--- config.mk ---
export PLATFORM = sky130hd
export DESIGN_NAME = mem_access_ctrl
export DESIGN_NICKNAME = d
export VERILOG_FILES = /design/src/rtl/mem_access_ctrl.sv
export SDC_FILE = /design/constraint.sdc
export NUM_CORES = 1
export LEC_CHECK = 0
export ABC_AREA = 1
export BUFFER_PORTS_ARGS = -buffer_cell sky130_fd_sc_hd__buf_2
export CORE_MARGIN = 5
export CORE_UTILIZATION = 43
export DETAILED_ROUTE_END_ITERATION = 8
export GPL_TIMING_DRIVEN = 0
export HOLD_SLACK_MARGIN = 0.03
export MAX_ROUTING_LAYER = met4
export PLACE_DENSITY = 0.76
export SLEW_MARGIN = 10
export SYNTH_ARGS = -nofsm -noshare
export SYNTH_HDL_FRONTEND = slang
export SYNTH_SLANG_ARGS = --single-unit
--- constraint.sdc ---
create_clock -name clk -period 1.6 [get_ports clk]
set_clock_uncertainty 0.2 [all_clocks]
set_input_delay 0.08 -clock clk [delete_from_list [all_inputs] [get_ports clk]]
set_output_delay 0.08 -clock clk [all_outputs]
set_load 0.03 [all_outputs]
--- src/rtl/mem_access_ctrl.sv ---
// Multi-cycle data-memory access controller: captures a load/store, runs the
// busy/done handshake with the backing memory and stalls the pipeline until done.
module mem_access_ctrl #(
  parameter int TIMEOUT = 64,
  parameter int CNT_W   = 7
) (
  input  logic        clk,
  input  logic        rst,
  input  logic        req_rd,
  input  logic        req_wr,
  input  logic [15:0] req_addr,
  input  logic [15:0] req_wdata,
  input  logic        flush,
  output logic        stall,
  output logic        rsp_valid,
  output logic [15:0] rd_data,
  output logic        err,
  output logic        mem_rd,
  output logic        mem_wr,
  output logic [15:0] mem_addr,
  output logic [15:0] mem_wdata,
  input  logic        mem_busy,
  input  logic        mem_done,
  input  logic [15:0] mem_rdata
);

  typedef enum logic [1:0] {S_IDLE, S_ISSUE, S_WAIT, S_DONE} state_t;

  state_t           r_state, w_next;
  logic [CNT_W-1:0] r_cnt;
  logic             r_err, r_is_wr;
  logic [15:0]      r_addr, r_wdata, r_rd_data;
  logic             w_take, w_timeout;

  assign w_take    = (req_rd | req_wr) & ~flush;
  // Last permitted WAIT cycle: counter started at 0 on the first one.
  assign w_timeout = (r_cnt == CNT_W'(TIMEOUT - 1));

  always_comb begin
    w_next    = r_state;
    stall     = 1'b0;
    mem_rd    = 1'b0;
    mem_wr    = 1'b0;
    rsp_valid = 1'b0;
    err       = 1'b0;
    unique case (r_state)
      S_IDLE: begin
        stall = w_take;
        if (w_take) w_next = req_addr[0] ? S_DONE : S_ISSUE;
      end
      S_ISSUE: begin
        stall  = 1'b1;
        mem_rd = ~r_is_wr;
        mem_wr = r_is_wr;
        // Acceptance wins over flush: once the strobe is taken the access runs.
        if (!mem_busy)  w_next = S_WAIT;
        else if (flush) w_next = S_IDLE;
      end
      S_WAIT: begin
        stall = 1'b1;
        if (mem_done || w_timeout) w_next = S_DONE;
      end
      S_DONE: begin
        rsp_valid = 1'b1;
        err       = r_err;
        w_next    = S_IDLE;
      end
      default: w_next = S_IDLE;
    endcase
  end

  always_ff @(posedge clk) begin
    if (rst) begin
      r_state   <= S_IDLE;
      r_cnt     <= '0;
      r_err     <= 1'b0;
      r_is_wr   <= 1'b0;
      r_addr    <= '0;
      r_wdata   <= '0;
      r_rd_data <= '0;
    end else begin
      r_state <= w_next;
      unique case (r_state)
        S_IDLE: begin
          if (w_take) begin
            if (req_addr[0]) begin
              r_err     <= 1'b1;
              r_rd_data <= '0;
            end else begin
              r_addr  <= req_addr;
              r_wdata <= req_wdata;
              r_is_wr <= req_wr;
            end
          end
        end
        S_ISSUE: if (!mem_busy) r_cnt <= '0;
        S_WAIT: begin
          r_cnt <= r_cnt + CNT_W'(1);
          if (mem_done) begin
            r_rd_data <= r_is_wr ? 16'h0000 : mem_rdata;
          end else if (w_timeout) begin
            r_err     <= 1'b1;
            r_rd_data <= '0;
          end
        end
        S_DONE: r_err <= 1'b0;
        default: ;
      endcase
    end
  end

  assign rd_data   = r_rd_data;
  assign mem_addr  = r_addr;
  assign mem_wdata = r_wdata;

endmodule

; Word level (Yosys, flattened, before mapping)
; Index checks and enable logic that the tools add are counted.
; W data, S select, Z words.
[totals]
ff_bits = 58
elab_cells = 60
out_inout_bits = 53
inputBits = 55
[classes]
n_eq_ne = 12
n_mux = 24
n_addsub = 1
bitwise_logic = 5
reduce_logical = 11
[op_table]
columns = op, n
row1 = $mux W16, 5
row2 = $pmux W16 S2, 1
row3 = $pmux W7 S2, 1
row4 = $ne A2 B2 Y1 const B, 6
row5 = $mux W2, 5
row6 = $mux W1, 8
row7 = $pmux W2 S4, 1
row8 = $add A7 B1 Y7 const B, 1
row9 = $eq A7 B6 Y1 const B, 1
row10 = $mux W7, 1
row11 = $ne A3 B3 Y1 const B, 2
row12 = $reduce_and A3 Y1, 2
row13 = $reduce_and A5 Y1, 1
row14 = $eq A2 B2 Y1 const B, 2
row15 = $reduce_and A4 Y1, 1
row16 = $reduce_bool A2 Y1, 2
row17 = $not A1 Y1, 3
row18 = $pmux W1 S3, 1
row19 = $reduce_bool A3 Y1, 1
row20 = $eq A2 B1 Y1 const B, 1
row21 = $logic_not A2 Y1, 1
row22 = $pmux W1 S2, 1
row23 = $reduce_and A2 Y1, 1
row24 = $reduce_or A2 Y1, 1
row25 = 3 further kinds, 3

; Logic depth before layout (Yosys ltp)
[depth]
depth_word = 4
ltp_mapped = 11
ltp_nobuf = 10

; Worst setup path after synthesis
; OpenSTA, ideal clock, no wires.
[synth_path]
kind = reg-to-reg
from = register r_state[0]
to = register r_rd_data[11] (netlist: rd_data[11])
slack_ns = -0.080
setup_time_ns = 0.113
stages_incl_launch_ff = 12
t_arrival_ns = 1.366
path_buffers = 2
synth_period_minus_slack_ns = 1.680
required_time_ns = 1.287
cell_sequence = dfxtp_1 inv_1 ha_1 buf_2 inv_2 nand2_2 inv_2 nor2_2 buf_2 nand3_1 nand2_1 nor2_1
[synth_via]
elab_chain_cells = 3
word_cells_on_any_way = 8
classes_between = 4 x eq/ne / 1 x mux / 3 x reduce/logical
[synth_rtl]
columns = element, line
row1 = start: declaration, 29  ; state_t r_state, w_next;
row2 = start signal: assignment, 82  ; r_state <= w_next;
row3 = $eq A2 B2 Y1 / $logic_not A2 Y1 (equally long branches), 83  ; unique case (r_state)
row4 = $ne A3 B3 Y1 (no source line) (tied with other cells), -
row5 = $reduce_and A4 Y1 (no source line), -
row6 = end signal: assignment, 100  ; r_rd_data <= r_is_wr ? 16'h0000 : mem_rdata;
row7 = end: declaration, 32  ; logic [15:0] r_addr, r_wdata, r_rd_data;
; Parallel ways exist; a longest one is shown, timed or not.
; A chain may end at the register's enable or synchronous reset.

; Worst setup path in the final report
[layout_path]
from = register r_state[1]
to = register r_rd_data[9] (netlist: rd_data[9])
; Same word-level chain as after synthesis.

==> results.tsv <==
metric	value	unit
status	complete, but fails checks	
failing checks	setup timing	
final WL	8360	um
Detail Route Antenna Nets	0	
critical path peak fanout	6	
met3 WL	565	um
startpoint types	register	
Layout Cells excl Fill	622	
IO Pins	108	
hold slack	0.123	ns
most common cell after layout, fill and taps aside	buf_2	
row count	28	
largest net degree at the start of global routing	11	
Placed Instances	537	
Die Y	86.8	um
R2R cell count	10	
final setup vio count	16	
Synth Area in Adders	2.47	%
syn_nets	416	
crit-path cells	inv_4 -> ha_4 -> inv_2 -> nand2_4 -> inv_4 -> nor2_4 -> buf_6 -> nand3_1 -> nand2_1 -> nor2_1	
Hold Vio Cnt, Final	0	
CTS root buf	clkbuf_8	
largest family of logic cells by synthesized area	simple AND/OR/NAND/NOR gates	
post-layout power	7.69	mW
total CTS buffers	9	
multiplexer area fraction after synthesis	0	%
fillers	440	
Placed Instance Area	0.00318	sq mm
first-pass GRT wire length	13100	um
PwrDens	1770	mW/mm^2
Setup TNS Final	-0.496	ns
WL met2	4330	um
Hold Path Cell Cnt	6	
PortBufs	106	
post-layout util	74.7	%
max-slew violation count	0	
crit path kind	reg -> reg	
met1 WL	3290	um
WHS Endpoint	r_state[1]$_SDFFE_PP0P_	
crit path DAT	1.68	ns
GR Overflow Total	0	
CTS HTree Levels	3	
Final WS setup	-0.0573	ns
Worst Setup Slack post-DPL	-0.179	ns
hold_sp	flush	
RSZ-0062 raised after global routing	true	
Period minus WS final	1.66	ns
XOR/XNOR Fraction of Synth Area	0	%
Nets	602	
#FFs+latches synth	58	
vias in the first global route	2927	
Synth Area in Compound Gates	16.4	%
uppermost layer routed	met4	
DR vias/cell	4.69	
Initial Utilization	43.6	%
Seq/Total Area, Yosys	45.8	%
critical path's slowest cell	dfxtp_4	
layout cells sized above 1	39.5	%
GR Util All Layers	22.8	%
DR WL/cell	13.4	um
Clock transition at path regs	0.07	ns
CTS Buffer Depth	2	
Avg Cell Area, Syn	7.12	sq um
Max-Cap Viols	0	
maximum vdd drop	0.00106	V
Peak Freq	603	MHz
synth warn	0	
clk sinks	58	
mapped cell area	0.00253	sq mm
DR iter-0 viols	60	
Pleak	2.10	nW
Clock Latency Late Sink	0.33	ns
GPL Wtd Cong	0.800	
Simple-Gate Fraction of Synth Area	22.8	%
Post-route DRC	0	
r2r startpoint	r_state[1]$_SDFFE_PP0P_	
Std-Cell Core Area	0.00582	sq mm
vias	2916	
unique cell type count in the Yosys netlist	26	
Worst R2R End	rd_data[9]$_SDFFE_PP0P_	
Pre-antenna DRT Iters	4	
Syn-to-layout area delta	71.6	%
Critical Path RT	1.62	ns
cell area after layout	0.00435	sq mm
Post-Synthesis Cells	356	
number of antenna diodes	0	
CTS tree	yes	
die area	0.00753	sq mm
worst hold path class	in -> reg	
CP max stage delay	0.37	ns
initial antenna violation count	0	
Worst Setup End Kind	register	
die width	86.8	um
commonest non-fill, non-tap cells in the layout	106 x buf_2, 54 x dfxtp_1, 53 x nand2_1	
Top cell by count, worst path	inv_4	
Final period util	104	%
DPL Wire Length	4920	um
r2r setup slk	-0.06	ns
[where the power goes]
part | switching, mW | internal [mW] | leakage, nW
Combinational | 2.40 | 1.55 | 1.49
Sequential | 0.222 | 1.82 | 0.477
Clock | 0.580 | 1.11 | 0.129
[how the worst max path moves through the flow]
stage	from	end	slack, ns	cells after the start
after global placement	r_state[0]$_SDFFE_PP0P_	r_cnt[5]$_SDFFE_PP0P_	-0.16	10
final	r_state[1]$_SDFFE_PP0P_	rd_data[9]$_SDFFE_PP0P_	-0.06	10
after global routing	r_state[1]$_SDFFE_PP0P_	rd_data[8]$_SDFFE_PP0P_	-0.13	10
after CTS	r_state[0]$_SDFFE_PP0P_	r_cnt[5]$_SDFFE_PP0P_	-0.06	10
after floorplan	r_state[0]$_SDFFE_PP0P_	r_cnt[5]$_SDFFE_PP0P_	-0.01	10
after detailed placement	r_state[0]$_SDFFE_PP0P_	r_cnt[5]$_SDFFE_PP0P_	-0.18	10
[sequential cells by signal, indices dropped and copies added, names as in the netlist]
signal     cells
rd_data       16
r_err          1
r_cnt          7
r_is_wr        1
mem_addr      15
r_state        2
mem_wdata     16
[layout make-up]
type | count | area (sq um) | share of cell area, %
inverters | 60 | 238 | 5.47
flip-flops and latches | 58 | 1170 | 26.9
clock inverters | 5 | 100 | 2.30
repair buffers | 176 | 1210 | 28.0
multi-input cells | 221 | 1270 | 29.2
well taps | 75 | 93.8 | 2.16
plain buffers | 16 | 110 | 2.53
clock buffers | 11 | 151 | 3.48
[Yosys cell counts, drive strengths merged]
library cell  count  share of area [%]
nor3              2               0.40
o21ai            37                7.5
ha                5                2.5
clkbuf            3               0.44
nand3            20                4.1
a21oi            44                8.7
nand2            61                9.2
conb              1               0.15
a211oi            1               0.30
nor2             48                7.9
dfxtp            58                 46
nand3b            2                1.1
inv              59                8.7
clkinv            1               0.15
buf              14                3.0
[worst max-delay path, delay by kind of cell, from the launching register on]
family                     cells  cell delay (ns)
adders and majority gates      1             0.19
DFF                            1             0.37
buffers and inverters          4             0.34
and+or+nand+nor                5             0.45
[logic make-up after synthesis]
logic type | after synthesis
AO/OA/AOI/OAI | 82
AND/OR/NAND/NOR | 133
adder cells (fa/ha/maj) | 5
flip-flops | 58
other | 1
buffers and inverters | 77
[timing repair]
item | 4_1_cts | 5_1_grt
cloned | 1 | 1
setup endpoints to repair | 57 | 54
pin swaps | 19 | 20
hold buffers | 52 | 0
gates resized for setup | 44 | 40
endpoints found under the hold margin | 52 | 0
buffers inserted | 13 | 3
[per-layer routing]
layer / GRT usage [%] / vias to the layer above
met5: - / -
met4: 10.3 / 0
met3: 5.80 / 21
met2: 40.3 / 95
met1: 23.8 / 1318
li1: - / 1482
Power figures use the tool's default switching activity.
